### src/rtl/mips_mem_pkg.sv
// Shared definitions for the data-ram access path: width defaults,
// arbiter FSM state codes and port ids.
package mips_mem_pkg;
  localparam int ADDR_W = 5;
  localparam int DATA_W = 32;

  localparam logic ARB_IDLE = 1'b0;
  localparam logic ARB_BUSY = 1'b1;
  localparam logic ARB_P0   = 1'b0;
  localparam logic ARB_P1   = 1'b1;

  typedef enum logic {
    ST_IDLE = ARB_IDLE,
    ST_BUSY = ARB_BUSY
  } arb_state_e;
endpackage

### src/rtl/arb_pick2.sv
// Combinational 2-way winner select. RAM_ARB_ROUND_ROBIN_EN selects
// alternating tie-break on the last winner; otherwise port 0 wins ties.
module arb_pick2 (
  input  logic [1:0] i_req,
  input  logic       i_last,
  output logic       o_vld,
  output logic       o_win
);
  import mips_mem_pkg::*;

  assign o_vld = |i_req;

`ifdef RAM_ARB_ROUND_ROBIN_EN
  always_comb begin
    o_win = ARB_P0;
    if (i_req == 2'b11) o_win = ~i_last;
    else if (i_req[1])  o_win = ARB_P1;
  end
`else
  logic unused_last;
  assign unused_last = i_last;

  always_comb begin
    o_win = i_req[0] ? ARB_P0 : ARB_P1;
  end
`endif
endmodule

### src/rtl/ram_arbiter.sv
// Two-port access controller serialising port 0 / port 1 onto the single-port
// data ram. Build option: RAM_ARB_ROUND_ROBIN_EN (round-robin tie-break).
module ram_arbiter #(
  parameter int ADDR_W = mips_mem_pkg::ADDR_W,
  parameter int DATA_W = mips_mem_pkg::DATA_W
) (
  input  logic              i_clk,
  input  logic              i_rst_n,
  input  logic              i_p0_req,
  input  logic              i_p0_we,
  input  logic [ADDR_W-1:0] i_p0_addr,
  input  logic [DATA_W-1:0] i_p0_wdata,
  output logic              o_p0_gnt,
  output logic              o_p0_ack,
  output logic [DATA_W-1:0] o_p0_rdata,
  input  logic              i_p1_req,
  input  logic              i_p1_we,
  input  logic [ADDR_W-1:0] i_p1_addr,
  input  logic [DATA_W-1:0] i_p1_wdata,
  output logic              o_p1_gnt,
  output logic              o_p1_ack,
  output logic [DATA_W-1:0] o_p1_rdata,
  output logic [ADDR_W-1:0] o_ram_addr,
  output logic [DATA_W-1:0] o_ram_data,
  output logic              o_ram_we,
  input  logic [DATA_W-1:0] i_ram_data
);
  import mips_mem_pkg::*;

  arb_state_e               state_q, state_d;
  logic                     win_q, win_d;
  logic                     ram_we_q, ram_we_d;
  logic [ADDR_W-1:0]        ram_addr_q, ram_addr_d;
  logic [DATA_W-1:0]        ram_data_q, ram_data_d;
  logic [1:0]               gnt_q, gnt_d;
  logic [1:0]               ack_q, ack_d;
  logic [1:0][DATA_W-1:0]   rdata_q, rdata_d;
  logic                     last_w, pick_vld, pick_id;

`ifdef RAM_ARB_ROUND_ROBIN_EN
  logic last_q, last_d;
  assign last_w = last_q;
`else
  assign last_w = ARB_P1;
`endif

  arb_pick2 u_pick (
    .i_req  ({i_p1_req, i_p0_req}),
    .i_last (last_w),
    .o_vld  (pick_vld),
    .o_win  (pick_id)
  );

  always_comb begin
    state_d    = state_q;
    win_d      = win_q;
    ram_we_d   = ram_we_q;
    ram_addr_d = ram_addr_q;
    ram_data_d = ram_data_q;
    gnt_d      = '0;
    ack_d      = '0;
    rdata_d    = rdata_q;
`ifdef RAM_ARB_ROUND_ROBIN_EN
    last_d     = last_q;
`endif
    case (state_q)
      ST_IDLE: begin
        ram_we_d = 1'b0;
        if (pick_vld) begin
          state_d        = ST_BUSY;
          win_d          = pick_id;
          gnt_d[pick_id] = 1'b1;
`ifdef RAM_ARB_ROUND_ROBIN_EN
          last_d         = pick_id;
`endif
          if (pick_id == ARB_P1) begin
            ram_we_d   = i_p1_we;
            ram_addr_d = i_p1_addr;
            ram_data_d = i_p1_wdata;
          end else begin
            ram_we_d   = i_p0_we;
            ram_addr_d = i_p0_addr;
            ram_data_d = i_p0_wdata;
          end
        end
      end
      default: begin
        // The ram has seen the command for one cycle; its write lands on this edge.
        if (!ram_we_q) rdata_d[win_q] = i_ram_data;
        ack_d[win_q] = 1'b1;
        ram_we_d     = 1'b0;
        state_d      = ST_IDLE;
      end
    endcase
  end

  always_ff @(posedge i_clk) begin
    if (!i_rst_n) begin
      state_q    <= ST_IDLE;
      win_q      <= ARB_P0;
      ram_we_q   <= 1'b0;
      ram_addr_q <= '0;
      ram_data_q <= '0;
      gnt_q      <= '0;
      ack_q      <= '0;
      rdata_q    <= '0;
`ifdef RAM_ARB_ROUND_ROBIN_EN
      last_q     <= ARB_P1;
`endif
    end else begin
      state_q    <= state_d;
      win_q      <= win_d;
      ram_we_q   <= ram_we_d;
      ram_addr_q <= ram_addr_d;
      ram_data_q <= ram_data_d;
      gnt_q      <= gnt_d;
      ack_q      <= ack_d;
      rdata_q    <= rdata_d;
`ifdef RAM_ARB_ROUND_ROBIN_EN
      last_q     <= last_d;
`endif
    end
  end

  assign o_p0_gnt   = gnt_q[0];
  assign o_p1_gnt   = gnt_q[1];
  assign o_p0_ack   = ack_q[0];
  assign o_p1_ack   = ack_q[1];
  assign o_p0_rdata = rdata_q[0];
  assign o_p1_rdata = rdata_q[1];
  assign o_ram_we   = ram_we_q;
  assign o_ram_addr = ram_addr_q;
  assign o_ram_data = ram_data_q;
endmodule
### config.mk
export PLATFORM = sky130hd
export DESIGN_NAME = ram_arbiter
export DESIGN_NICKNAME = d
export VERILOG_FILES = /design/src/rtl/mips_mem_pkg.sv /design/src/rtl/arb_pick2.sv /design/src/rtl/ram_arbiter.sv
export SDC_FILE = /design/constraint.sdc
export NUM_CORES = 1
export LEC_CHECK = 0
export CORE_ASPECT_RATIO = 1.75
export CORE_UTILIZATION = 45
export CTS_BUF_LIST = sky130_fd_sc_hd__clkbuf_16
export CTS_CLUSTER_DIAMETER = 30
export DETAILED_ROUTE_END_ITERATION = 12
export GPL_TIMING_DRIVEN = 0
export PLACE_DENSITY = 0.93
export SLEW_MARGIN = 15
export SYNTH_ARGS = -nofsm -noshare
export SYNTH_HDL_FRONTEND = slang
export SYNTH_SLANG_ARGS = --single-unit
### constraint.sdc
create_clock -name i_clk -period 2.37 [get_ports i_clk]
set_input_delay 0.237 -clock i_clk [delete_from_list [all_inputs] [get_ports i_clk]]
set_output_delay 0.237 -clock i_clk [all_outputs]
set_load 0.02 [all_outputs]
==> flow_summary.yaml <==
outcome:
  outcome: "completed"
final_layout:
  nets: 775
  syn2layout_area_growth_pct: 55.27
  n_fill_cell: 754
  stdcell_area_um2: 7311
  multiInputGateArea_um2: 2207
  layout-drive-gt1-share_pct: 13.19
  regArea_um2: 2162
  final_core_util_pct: 71.40
  num_antenna_cells: 0
synth:
  netlist_top_cells_count: "134 x nand2_1, 108 x dfxtp_1, 102 x mux2i_1"
  syn-cell-area_um2: 4708
  synth.most_common_cell: "nand2_1"
  yosysWarnings: 0
  synth.area.top_cells: "dfxtp_1 46%, mux2i_1 22%, o32ai_2 12%"
  yosysTopAreaCell: "dfxtp_1"
  async_reset_ff_share_pct: 0
  yosysTopAreaCellShare_pct: 45.92
  synthCells: 436
  yosys.cell_types.count: 20
  synth-seq-cells: 108
  synth.avg_cell_area_um2: 10.80
  ys_seq_area_share_pct: 45.92
  syn_nets: 548
  synth-main-ff-cell: "dfxtp_1"
  synth_edf_count: 0
cts:
  cts_setup_buffers: 0
  cts_buffer_depth: 2
  ctsResizeCount: 0
  root_buffer: "clkbuf_16"
  clk_latency_ps: 350
  cts_tree: "yes"
  clkTransAtPathRegs_ps: 70
  htreeDepth: 3
  cts_buffers: 9
  cts_num_sinks: 108
  hold_buffers: 0
job:
  cap_violations: 0
sta:
  rsz0062_at_grt: "false"
  hold_violations: 0
  finalCriticalPeriod_ps: 1586
  setup_viol: 0
  skew_ps: 12.52
  tns_ps: 0
  max_slew.worst_pin.slew_ps: 489.9
  drv_slew: 0
  fin_hold_ws_ps: 343.6
  fmax_mhz: 630.5
  period_share_pct: 66.92
  max_slew_margin_pct: 67.34
detailed_routing:
  drc: 0
  postRouteAntennaNets: 0
  top_layer: "met4"
  detail_route.first_pass.iterations: 4
  wl_met2_mm: 7.354
  drt_wl_total_mm: 13.24
  viasPerCell: 5.195
  route.layer.met1.wl_mm: 4.815
  first_iter_violations: 110
  num_vias: 4125
  wl_per_cell_um: 16.67
  dr_wl_met3_um: 693
pwr:
  p_per_area_nw_per_um2: 601.8
  p_seq_share_pct: 45.0
  p_leak_uw: 0.002954
  power.internal_uw: 3183
  p_comb_share_pct: 22.5
  p_sw_share_pct: 27.64
  vdd_ir_drop_max_uv: 489.9
  p_switching_uw: 1216
  clockPowerShare_pct: 32.5
global_routing:
  grt_pass1_wl_mm: 20.56
  grt_overflow: 0
  grt_start_max_net_pins: 20
  antenna_found_initial: 0
  grt_pass1_vias: 4299
  grt_use_total_pct: 24.30
worst_setup_path:
  cpPeakStageDelay_ps: 650
  critPathBufInv: 1
  cp.arrival_ps: 1350
  cp_top_family: "buffers and inverters"
  required_ps: 2130
  crit_type: "reg2out"
  worstPathCellList: "clkdlybuf4s50_1"
  crit_path_start_kind: "flip-flop"
  crit_slowest_cell: "clkdlybuf4s50_1"
  end_kind: "output pin"
  worstPathMaxFanout: 3
placed_design:
  portBuffers: 216
  hpwl_mm: 10.41
  place_congestion: 0.7718
  placed_cell_area_um2: 7029
floorplanning:
  dieArea_um2: 10890
  core_area_um2: 10240
  die_y_um: 137.3
  ioPinCount: 218
  start_util_pct: 45.99
  die_w_um: 79.32
  placementRows: 49
min_path:
  hold_class: "in2reg"
==> per-stage QoR <==
step	total power (uW)	std cells	worst slack, ps
2_1_floorplan	2531	436	1218
3_3_place_gp	2985	779	706.2
3_5_place_dp	3013	779	667.3
4_1_cts	4430	794	782.6
5_1_grt	4575	794	736.5
6_report	4399	794	784.0
==> cell type report <==
cell class              count  area share, %
multi-input cells         286          30.19
inverters                   1        0.05134
repair buffers            216          29.57
plain buffers              41          4.587
flip-flops and latches    108          29.57
clock inverters             6         0.7702
well taps                 127          2.174
clock buffers               9          3.081
==> registers in the layout, summed over array words and instances, names as in the netlist <==
| register | count |
|---|---|
| o_p1_rdata | 32 |
| o_ram_we | 1 |
| o_p0_rdata | 32 |
| ack_q | 2 |
| state_q | 1 |
| win_q | 1 |
| o_ram_data | 32 |
| o_ram_addr | 5 |
| gnt_q | 2 |
==> placed cells by master (no fill, tap or decap), drive strengths merged <==
cell,count
o221a,1
clkinv,2
clkinvlp,1
nor3,2
nor3b,1
and2b,1
clkdlybuf4s50,216
o32ai,37
nand3b,1
buf,33
dfxtp,108
inv,4
nor2,4
o21ba,1
nand2,134
and3,1
clkbuf,17
nand2b,1
mux2i,102
==> power by group through the flow <==
stage / clock (uW) / sequential (uW) / combinational (uW)
floorplan: 0 / 2140 / 394
global placement: 0 / 2010 / 972
detailed placement: 0 / 2020 / 994
CTS: 1450 / 1980 / 998
global route: 1540 / 1990 / 1050
finish: 1430 / 1980 / 992
==> final timing paths <==
| check | start | to | slack (ps) | depth (start not counted) |
|---|---|---|---|---|
| setup / recovery | o_ram_we$_SDFF_PP0_ | o_ram_we | 780 | 1 |
| setup reg to reg | state_q$_SDFF_PP0_ | o_p0_rdata[18]$_SDFFE_PN0P_ | 1080 | 4 |
| hold reg to reg | o_p0_rdata[19]$_SDFFE_PN0P_ | o_p0_rdata[19]$_SDFFE_PN0P_ | 460 | 2 |
| hold / removal | i_p0_req | gnt_q[1]$_SDFF_PP0_ | 340 | 3 |
==> metal layers <==
layer / GRT usage, % / vias up
met1: 23.89 / 1967
met3: 5.166 / 30
li1: - / 1962
met5: 0 / -
met4: 9.394 / 0
met2: 47.99 / 166
==> kinds of logic after synthesis <==
kind of cell	count (synthesis)	share of synthesized area (%)
buffers and inverters	42	7.202
AOI/OAI and AO/OA	39	13.07
DFF	108	45.92
muxes	102	21.68
and+or+nand+nor	145	12.12
Note: power is estimated with default switching activity, not from simulation.
